--- src/rtl/rs_cmd_debounce_if.sv ---
// Command interface for rs_cmd_debounce: raw buttons in, latch commands out.
// Optional RS_CMD_CONFLICT_FLAG_EN adds the sticky conflict flag.
interface rs_cmd_debounce_if;
    logic btn_set;
    logic btn_reset;
    logic s;
    logic r;
    logic busy;
`ifdef RS_CMD_CONFLICT_FLAG_EN
    logic conflict;

    modport master (output btn_set, output btn_reset,
                    input s, input r, input busy, input conflict);
    modport slave  (input btn_set, input btn_reset,
                    output s, output r, output busy, output conflict);
`else
    modport master (output btn_set, output btn_reset,
                    input s, input r, input busy);
    modport slave  (input btn_set, input btn_reset,
                    output s, output r, output busy);
`endif
endinterface

--- src/rtl/rs_cmd_debounce.sv ---
// Command stage in front of the cross-coupled RS latch: synchronises and
// debounces the set/reset buttons and turns each press into a fixed-width
// active-low pulse on s or r, never both at once.
// Optional feature macro: RS_CMD_CONFLICT_FLAG_EN (sticky conflict output).
//
// state   | meaning
// --------+--------------------------------------------------
// IDLE    | no command in flight, s=r=1
// PULSE_S | s held low for PULSE_CYCLES
// PULSE_R | r held low for PULSE_CYCLES
// GAP     | s=r=1 for GAP_CYCLES before the next command
module rs_cmd_debounce #(
    parameter int DEBOUNCE_CYCLES = 4,
    parameter int PULSE_CYCLES    = 2,
    parameter int GAP_CYCLES      = 1
) (
    input  logic               clk,
    input  logic               rst_n,
    rs_cmd_debounce_if.slave   cmd
);
    localparam int DB_W   = (DEBOUNCE_CYCLES > 2) ? $clog2(DEBOUNCE_CYCLES) : 1;
    localparam int PG_MAX = (PULSE_CYCLES > GAP_CYCLES) ? PULSE_CYCLES : GAP_CYCLES;
    localparam int PG_W   = $clog2(PG_MAX + 1);
    localparam logic [DB_W-1:0] DB_LAST    = DB_W'(DEBOUNCE_CYCLES - 1);
    localparam logic [PG_W-1:0] PULSE_LOAD = PG_W'(PULSE_CYCLES - 1);
    localparam logic [PG_W-1:0] GAP_LOAD   = PG_W'(GAP_CYCLES - 1);

    typedef enum logic [1:0] {IDLE, PULSE_S, PULSE_R, GAP} state_t;

    // bit 0 = set channel, bit 1 = reset channel
    logic [1:0]      raw, sync1, sync2, deb, deb_q, press;
    logic [DB_W-1:0] db_cnt [2];
    logic            pend_s, pend_r, req_s, req_r, start_s, start_r;
    logic [PG_W-1:0] pg_cnt;
    logic            s_q, r_q;
    state_t          state, state_nxt;

    assign raw   = {cmd.btn_reset, cmd.btn_set};
    assign press = deb & ~deb_q;

    // Two-flop synchroniser plus per-channel debounce counter.
    always_ff @(posedge clk or negedge rst_n) begin
        if (!rst_n) begin
            sync1 <= '0;
            sync2 <= '0;
            deb   <= '0;
            deb_q <= '0;
            for (int i = 0; i < 2; i++) db_cnt[i] <= '0;
        end else begin
            sync1 <= raw;
            sync2 <= sync1;
            deb_q <= deb;
            for (int i = 0; i < 2; i++) begin
                if (sync2[i] == deb[i]) begin
                    db_cnt[i] <= '0;
                end else if (db_cnt[i] == DB_LAST) begin
                    deb[i]    <= sync2[i];
                    db_cnt[i] <= '0;
                end else begin
                    db_cnt[i] <= db_cnt[i] + DB_W'(1);
                end
            end
        end
    end

    // Next-state logic; reset requests win over set requests.
    always_comb begin
        state_nxt = state;
        req_r     = pend_r | press[1];
        req_s     = pend_s | press[0];
        case (state)
            IDLE: begin
                if (req_r)      state_nxt = PULSE_R;
                else if (req_s) state_nxt = PULSE_S;
            end
            PULSE_S, PULSE_R: begin
                if (pg_cnt == '0) state_nxt = GAP;
            end
            GAP: begin
                // Leaving GAP makes the same decision IDLE would, so a queued
                // command follows the gap without an extra idle cycle.
                if (pg_cnt == '0) begin
                    if (req_r)      state_nxt = PULSE_R;
                    else if (req_s) state_nxt = PULSE_S;
                    else            state_nxt = IDLE;
                end
            end
            default: state_nxt = IDLE;
        endcase
        start_s = (state_nxt == PULSE_S) && (state != PULSE_S);
        start_r = (state_nxt == PULSE_R) && (state != PULSE_R);
    end

    // State, pulse/gap down-counter, pending flags and registered outputs.
    always_ff @(posedge clk or negedge rst_n) begin
        if (!rst_n) begin
            state  <= IDLE;
            pg_cnt <= '0;
            pend_s <= 1'b0;
            pend_r <= 1'b0;
            s_q    <= 1'b1;
            r_q    <= 1'b1;
        end else begin
            state <= state_nxt;
            if (state_nxt != state) begin
                case (state_nxt)
                    PULSE_S, PULSE_R: pg_cnt <= PULSE_LOAD;
                    GAP:              pg_cnt <= GAP_LOAD;
                    default:          pg_cnt <= '0;
                endcase
            end else if (pg_cnt != '0) begin
                pg_cnt <= pg_cnt - PG_W'(1);
            end
            if (start_s)       pend_s <= 1'b0;
            else if (press[0]) pend_s <= 1'b1;
            if (start_r)       pend_r <= 1'b0;
            else if (press[1]) pend_r <= 1'b1;
            s_q <= (state_nxt != PULSE_S);
            r_q <= (state_nxt != PULSE_R);
        end
    end

    assign cmd.s    = s_q;
    assign cmd.r    = r_q;
    assign cmd.busy = (state != IDLE);

`ifdef RS_CMD_CONFLICT_FLAG_EN
    logic conflict_q;

    // Sticky flag: both debounced buttons seen high at the same time.
    always_ff @(posedge clk or negedge rst_n) begin
        if (!rst_n) conflict_q <= 1'b0;
        else        conflict_q <= conflict_q | (&deb);
    end

    assign cmd.conflict = conflict_q;
`endif
endmodule

--- src/flat_wrapper.sv ---
// flat-port wrapper written by rule: the top's interface ports become plain ports
module rs_cmd_debounce_flat 
#(
    parameter int DEBOUNCE_CYCLES = 4,
    parameter int PULSE_CYCLES    = 2,
    parameter int GAP_CYCLES      = 1
)
  (clk, rst_n, cmd_btn_set, cmd_btn_reset, cmd_s, cmd_r, cmd_busy);
  rs_cmd_debounce_if cmd_i ();
  input  logic clk;
  input  logic rst_n;
  input wire logic [$bits(cmd_i.btn_set)-1:0] cmd_btn_set;
  input wire logic [$bits(cmd_i.btn_reset)-1:0] cmd_btn_reset;
  output wire logic [$bits(cmd_i.s)-1:0] cmd_s;
  output wire logic [$bits(cmd_i.r)-1:0] cmd_r;
  output wire logic [$bits(cmd_i.busy)-1:0] cmd_busy;
  assign cmd_i.btn_set = cmd_btn_set;
  assign cmd_i.btn_reset = cmd_btn_reset;
  assign cmd_s = cmd_i.s;
  assign cmd_r = cmd_i.r;
  assign cmd_busy = cmd_i.busy;
  rs_cmd_debounce #(.DEBOUNCE_CYCLES(DEBOUNCE_CYCLES), .PULSE_CYCLES(PULSE_CYCLES), .GAP_CYCLES(GAP_CYCLES)) u_core (.clk(clk), .rst_n(rst_n), .cmd(cmd_i));
endmodule
--- config.mk ---
export PLATFORM = sky130hd
export DESIGN_NAME = rs_cmd_debounce_flat
export DESIGN_NICKNAME = d
export VERILOG_FILES = /design/src/rtl/rs_cmd_debounce_if.sv /design/src/rtl/rs_cmd_debounce.sv /design/src/flat_wrapper.sv
export SDC_FILE = /design/constraint.sdc
export NUM_CORES = 1
export LEC_CHECK = 0
export CAP_MARGIN = 20
export CORE_MARGIN = 2
export CORE_UTILIZATION = 30
export CTS_CLUSTER_SIZE = 20
export DETAILED_ROUTE_END_ITERATION = 16
export PLACE_DENSITY = 0.47
export SYNTH_ARGS = -nofsm -noshare
export SYNTH_HDL_FRONTEND = slang
export SYNTH_SLANG_ARGS = --single-unit
--- constraint.sdc ---
create_clock -name clk -period 2.5 [get_ports clk]
set_input_delay 0.375 -clock clk [delete_from_list [all_inputs] [get_ports clk]]
set_output_delay 0.375 -clock clk [all_outputs]
set_load 0.02 [all_outputs]
== Word-level counts from Yosys, hierarchy flattened ==
Index checks and enable logic that the tools add are counted.
Cells by class
  multiplexer cells: 18
  bitwise gates (word level): 6
  equality and inequality tests: 14
  $add $sub $neg: 3
  reductions and logical operators: 13
Operators by type and width (number)
  $mux 2: 11
  $eq 2x2->1 const B: 5
  $reduce_bool 2->1: 5
  $mux 1: 6
  $pmux 2 s3: 1
  $add 2x1->2 const B: 2
  $eq 2x1->1 const B: 2
  $logic_not 2->1: 2
  $ne 2x1->1 const B: 2
  $ne 2x2->1 const B: 2
  $reduce_and 2->1: 2
  $reduce_or 2->1: 2
  $and 2x2->2: 1
  $eq 1x1->1: 2
  $logic_and 1x1->1: 2
  $ne 2x2->1: 1
  $not 1->1: 2
  $not 2->2: 1
  $or 1x1->1: 2
  $sub 2x1->2 const B: 1
Word-level totals
  flip-flop bits (word level): 20
  input port bits: 4
  output and inout port bits: 3
  logic and storage cells: 67

== Longest topological paths before layout ==
Gate-level depths: netlist of the first run.
  word-level depth: 11
  depth in mapped cells: 11
  mapped depth without buffers: 10

== Worst setup path after synthesis of the first run ==
No wires, ideal clock.
  path type: register to register
  from: reg u_core.state[0]
  to: reg u_core.pend_s
  required time: 2381 ps
  setup slack: 535 ps
  library setup time: 119 ps
  period minus slack after synthesis: 1965 ps
  cell stages (with the launch flop): 11
  buffers on the path: 1
  arrival: 1847 ps
  path through: dfrtp_1 inv_1 ha_1 buf_4 or2_2 a21boi_0 o21a_1 inv_1 ha_1 inv_1 o21a_1
Between the ends
  longest elaborated chain between the ends: 6
  elaborated cells between the ends (all ways): 15
  those cells by class: eq/ne: 5; mux: 6; reduce/logical: 4
Ends and longest elaborated chain
  start, declared: line rs_cmd_debounce.sv:36  | state_t state, state_nxt;
  start signal, assigned: line rs_cmd_debounce.sv:104  | state <= state_nxt;
  $eq 2x1->1 / $eq 2x2->1 (equally long branches): line rs_cmd_debounce.sv:71  | case (state)
  $reduce_or 2->1: line rs_cmd_debounce.sv:71
  $pmux 2 s3 *: line rs_cmd_debounce.sv:71
  net u_core.state_nxt[1]: line rs_cmd_debounce.sv:36
  $eq 2x1->1 *: line rs_cmd_debounce.sv:90  | start_s = (state_nxt == PULSE_S) && (state != PULSE_S);
  $logic_and 1x1->1 *: line rs_cmd_debounce.sv:90
  $mux 1 / $reduce_bool 2->1 (equally long branches)
  end signal, assigned: line rs_cmd_debounce.sv:99  | pend_s <= 1'b0;
  end signal, assigned: line rs_cmd_debounce.sv:114  | if (start_s) pend_s <= 1'b0;
  end signal, assigned: line rs_cmd_debounce.sv:115  | else if (press[0]) pend_s <= 1'b1;
  end, declared: line rs_cmd_debounce.sv:33  | logic pend_s, pend_r, req_s, req_r, start_s, start_r;
Mark *: on every way through the listed nets, which the timed path passes. The rest lies on a longest branch.
A chain may end at the register's enable or synchronous reset.

== Worst setup path after layout of the first run ==
Same ends and word-level chain as after synthesis.

==> impl_metrics.ini, run 1 <==
[status]
status = complete, no violations

[yosys]
synth_flop_cell = dfrtp_1
synth_top_cell_by_area = dfrtp_1
synth_top_area_share_pct = 44.5
ys_top_cells_by_area = dfrtp_1, ha_1, dfstp_2
syn_avg_cell_area_um2 = 11.2
synth_cell_types = 30
yosysSeqAreaShare_pct = 49.7
ys_warn_count = 0
synth_edf_count = 0
syn_nets = 104
async_flop_share_pct = 100
netlist_area_um2 = 1010
syn_inst = 90
yosys_register_bits = 20

[cells_and_area]
final_area_um2 = 1180
layout-drive-gt1-share_pct = 16.2
utilization_pct = 35.8
diodes = 0
fin_nets = 114
syn_to_final_growth_pct = 16.3

[place]
port_buffers = 6
dpl.hpwl_mm = 1.16
gp_congestion = 0.801
pre_cts_ws_ns = 0.333
placed_area_um2 = 1120

[sta]
max_freq_mhz = 458
skew_ns = 0.00159
layout_min_cycle_time_ns = 2.19
hold_viol = 0
rsz0062_at_grt = false
hold_ws_ns = 0.360
worst_slew_pin_slew_ns = 0.366
worst_slack_ns = 0.315
slew_headroom_pct = 75.6
period_share_pct = 87.4
finalSetupViolCount = 0
drv_slew = 0
tns_ns = 0

[global_routing]
grt_pass1_vias = 634
grt_antenna_before_repair = 0
use_met3_pct = 1.66
busiest_layer = met2
grt_max_degree = 21
use_met2_pct = 14.3
use_met1_pct = 11.3
grt_pass1_wl_mm = 2.55
track_usage_pct = 9.17
overflow = 0

[power_and_ir_drop]
leakagePower_nw = 0.526
pwr-share-seq_pct = 33.0
peakVddDrop_mv = 0.453
internal-power_mw = 1.05
pwr-share-clk_pct = 15.1
power.density_nw_per_um2 = 1450
p_comb_share_pct = 52.0
swShare_pct = 38.4
power.switching_mw = 0.654

[clocking]
cts_setup_buffers = 0
cts_hold_buffers = 0
cts_inserted_buffers = 3
ctsResizeCount = 0
htree_levels = 1
cts_tree = yes
cts-root-buf = clkbuf_4
clkLatencyLatePin_ns = 0.29
cts_sinks = 20
clkTransAtPathRegs_ns = 0.11
clockBufferDepth = 2

[job]
maxCapViolations = 0

[worst_setup_path]
crit_family = flip-flops
worstSetupEndpointType = flop
critPathMaxFanout = 8
cp-start-kind = flop
crit_chain = inv_1, ha_1, nor3_1, a41oi_2, and2_1, o21a_1, inv_1, ha_1, inv_1, o21a_1
slowest_stage = dfrtp_1
crit_arrival_ns = 2.38
crit_path_frequent_cell = inv_1
cpPeakStageDelay_ns = 0.50
critPathKind = reg2reg
path_buf_inv = 3
required_ns = 2.69

[route]
vias = 632
first_pass_iters = 4
viasPerCell = 4.36
drcViolationCount = 0
wl_per_cell_um = 10.3
wl_mm = 1.50
ant_nets = 0
drt_iter0_drc = 11

[hold_path]
hold_class = reg2reg

[floorplan]
num_rows = 21
die_w_um = 62.1
core_area_um2 = 3280
io-pin-count = 7
dieArea_um2 = 3850
die_h_um = 62.1
initial_core_util_pct = 30.8
[metal layers]
metal,part of all wire (%),up-vias
li1,-,318
met1,49,303
met2,47,7
met3,2.3,4
met4,1.9,0
met5,0,-
[final cells by class]
class,count,area (µm²)
clock buffer,3,22.5
clock inverter,1,30.0
fill,343,2110
inverter,12,45.0
multi-input combinational,56,452
sequential,20,503
tap,46,57.6
timing repair buffer,7,67.6
[Yosys cell counts, drive strengths merged (2+ instances only)]
library cell  number
a21oi              4
and2               2
buf                2
dfrtp             18
dfstp              2
ha                10
inv               12
mux2               2
nand2              2
nor2               5
nor2b              4
nor3               4
o2111ai            2
o21a               3
o21ai              3
or2                3
xnor2              2
[layout by cell type (no fill, tap or decap), drive strengths merged, types with 3 or more instances in the layout]
| master | netlist | layout |
|---|---|---|
| nor2b | 4 | 4 |
| a21oi | 4 | 4 |
| clkdlybuf4s50 | 0 | 6 |
| dfrtp | 18 | 18 |
| or2 | 3 | 3 |
| nor2 | 5 | 5 |
| inv | 12 | 12 |
| nor3 | 4 | 4 |
| ha | 10 | 10 |
| o21ai | 3 | 3 |
| o21a | 3 | 3 |
| clkbuf | 0 | 3 |
[power groups by stage]
stage	clock (mW)	combinational (mW)	sequential, mW
2_1_floorplan	0	0.706	0.564
3_3_place_gp	0	0.907	0.567
3_5_place_dp	0	0.903	0.569
4_1_cts	0.268	0.906	0.562
5_1_grt	0.285	1.03	0.578
6_report	0.257	0.885	0.562
[worst register-to-register path, cell delays in order (launching register included)]
cell and delay, ns:
dfrtp_1 0.50, inv_1 0.12, ha_1 0.35, nor3_1 0.32, a41oi_2 0.06, and2_1 0.18
o21a_1 0.13, inv_1 0.06, ha_1 0.13, inv_1 0.05, o21a_1 0.18
[cell families after synthesis]
kind of cell | Yosys count | share of synthesized area [%]
AND/OR/NAND/NOR | 23 | 13.7
flip-flops | 20 | 49.7
XOR/XNOR | 3 | 2.60
adder cells (fa/ha/maj) | 10 | 12.4
AO/OA/AOI/OAI | 17 | 12.7
multiplexers | 3 | 3.21
buffers and inverters | 14 | 5.69
[registers in the layout, summed over array words and instances (netlist names)]
| register | flops |
|---|---|
| u_core.cmd.r | 1 |
| u_core.cmd.s | 1 |
| u_core.db_cnt | 4 |
| u_core.deb | 2 |
| u_core.deb_q | 2 |
| u_core.pend_r | 1 |
| u_core.pend_s | 1 |
| u_core.pg_cnt | 2 |
| u_core.state | 2 |
| u_core.sync1 | 2 |
| u_core.sync2 | 2 |
[worst paths after layout]
check | from | end | slack, ns | cells past startpoint
min reg2reg | u_core.sync1[0]$_DFF_PN0_ | u_core.sync2[0]$_DFF_PN0_ | 0.36 | 0
max | u_core.state[0]$_DFF_PN0_ | u_core.pend_s$_DFFE_PN0P_ | 0.31 | 10
min | u_core.sync1[0]$_DFF_PN0_ | u_core.sync2[0]$_DFF_PN0_ | 0.36 | 0
max in group asynchronous | rst_n | u_core.cmd.r$_DFF_PN1_ | 1.83 | 2
max reg2reg | u_core.state[0]$_DFF_PN0_ | u_core.pend_s$_DFFE_PN0P_ | 0.31 | 10
min in group asynchronous | rst_n | u_core.db_cnt[2]$_DFF_PN0_ | 0.40 | 2
[metrics by stage]
stage               total power [mW]  cells
finish                          1.70    145
global route                    1.89    145
CTS                             1.74    145
detailed placement              1.47    141
global placement                1.47    141
floorplan                       1.27     90
(Power assumes the default switching activity.)
==> run 2, diff against run 1 <==
Settings changed: CAP_MARGIN 20 to default, HOLD_SLACK_MARGIN from default to 0.05.
==> results of run 2 <==
No change in the layout: final DEF, timing and power equal those of run 1.
==> run 3, diff against run 2 <==
==> constraint.sdc (replaced) <==
create_clock -name clk -period 2.26 [get_ports clk]
set_input_delay 0.678 -clock clk [delete_from_list [all_inputs] [get_ports clk]]
set_output_delay 0.678 -clock clk [all_outputs]
set_load 0.02 [all_outputs]
==> impl_metrics.ini, run 3 (synthesis gave the netlist of run 1 again) <==
[global_routing]
grt_antenna_before_repair = 0
grt_max_degree = 21
grt_pass1_wl_mm = 2.67
track_usage_pct = 9.56
overflow = 0
grt_pass1_vias = 610

[cells_and_area]
layout-drive-gt1-share_pct = 19.0
layout_commonest_cell = dfrtp_1
fin_nets = 115
largest_register_ffs = 4
largest-register = u_core.db_cnt
final_cell_mix = dfrtp_1, inv_1, ha_1
syn_to_final_growth_pct = 16.1
final_cells = 146
final_area_um2 = 1170
diodes = 0
utilization_pct = 35.8

[clocking]
clkTransAtPathRegs_ns = 0.11
clkLatencyLatePin_ns = 0.29
cts_inserted_buffers = 3
cts-root-buf = clkbuf_4
htree_levels = 1
cts_sinks = 20
clockBufferDepth = 2
cts_tree = yes

[route]
first_pass_iters = 4
wl_mm = 1.54
ant_nets = 0
vias = 640
drcViolationCount = 0
wl_per_cell_um = 10.6
drt_iter0_drc = 30
viasPerCell = 4.38

[worst_setup_path]
crit_family = buffers and inverters
path_buf_inv = 1
required_ns = 1.58
critPathMaxFanout = 1
cp-start-kind = flop
worstSetupEndpointType = primary output
critPathKind = reg2out
slowest_stage = clkdlybuf4s50_1
cpPeakStageDelay_ns = 0.59
crit_chain = clkdlybuf4s50_1
crit_arrival_ns = 1.41

[place]
dpl.hpwl_mm = 1.18
port_buffers = 6
gp_congestion = 0.807
place_inst = 142
placed_area_um2 = 1130
pre_cts_ws_ns = 0.186

[status]
status = complete, no violations

[power_and_ir_drop]
leakagePower_nw = 0.526
peakVddDrop_mv = 0.417
power.density_nw_per_um2 = 1560

[floorplan]
dieArea_um2 = 3850
core_area_um2 = 3280
num_rows = 21
io-pin-count = 7
die_h_um = 62.1
initial_core_util_pct = 30.8
die_w_um = 62.1

[sta]
slew_headroom_pct = 75.5
worst_slack_ns = 0.172
tns_ns = 0
drv_slew = 0
finalSetupViolCount = 0
worst_slew_pin_slew_ns = 0.368
period_share_pct = 92.4
hold_viol = 0
max_freq_mhz = 479
skew_ns = 0.00518
rsz0062_at_grt = false
layout_min_cycle_time_ns = 2.09

[job]
maxCapViolations = 0

[hold_path]
hold_class = reg2reg
==> run 3: cell types whose count changed in the layout (fill, tap and decap cells not counted) <==
cell	change
nor3_1	-1
bufinv_16	-1
clkdlybuf4s50_1	-1
ha_1	-1
ha_2	+1
nor3_2	+1
clkbuf_8	+1
buf_4	+1
dlygate4sd2_1	+1
==> run 3: report_power, final <==
part	leakage [nW]	switching, mW	internal [mW]	total, mW
sequential	0.240	0.0929	0.513	0.606
combinational	0.264	0.546	0.483	1.03
clock	0.0210	0.102	0.0981	0.200
total	0.526	0.741	1.09	1.84
==> run 3: cell type report <==
| cell class | count | area (µm²) |
|---|---|---|
| Timing Repair Buffer | 8 | 73.8 |
| Clock buffer | 4 | 36.3 |
| Multi-Input combinational cell | 56 | 459 |
| Inverter | 12 | 45.0 |
| Sequential cell | 20 | 503 |
| Fill cell | 336 | 2110 |
| Tap cell | 46 | 57.6 |
==> run 3: repair_timing <==
item	in CTS	in global routing
cloned	0	0
hold buffers	0	0
endpoints found under the setup margin	1	3
resized for setup	1	2
buffers inserted	0	0
==> run 3: worst paths after layout <==
path	depth (start not counted)	slack (ns)	to	start
setup / recovery	1	0.17	cmd_r	u_core.cmd.r$_DFF_PN1_
hold / removal	0	0.37	u_core.sync2[1]$_DFF_PN0_	u_core.sync1[1]$_DFF_PN0_
setup reg to reg	10	0.22	u_core.pend_s$_DFFE_PN0P_	u_core.state[1]$_DFF_PN0_
hold reg to reg	0	0.37	u_core.sync2[1]$_DFF_PN0_	u_core.sync1[1]$_DFF_PN0_
max in group asynchronous	2	1.28	u_core.cmd.s$_DFF_PN1_	rst_n
min in group asynchronous	2	0.71	u_core.sync1[0]$_DFF_PN0_	rst_n
==> run 3: metrics by stage <==
step / power (mW) / hold WS [ns]
2_1_floorplan: 1.40 / 0.331
3_3_place_gp: 1.64 / 0.339
3_5_place_dp: 1.65 / 0.340
4_1_cts: 1.86 / 0.373
5_1_grt: 2.03 / 0.379
6_report: 1.84 / 0.368
==> run 3: layer usage <==
layer  up-vias  global-route usage, %  wire, µm  part of all wire (%)
li1        318                      -         -                     -
met1       313                   12.6       730                    47
met2         7                   15.0       765                    50
met3         2                   1.24        28                   1.8
met4         0                   5.47        18                   1.2
met5         -                      0         0                     0
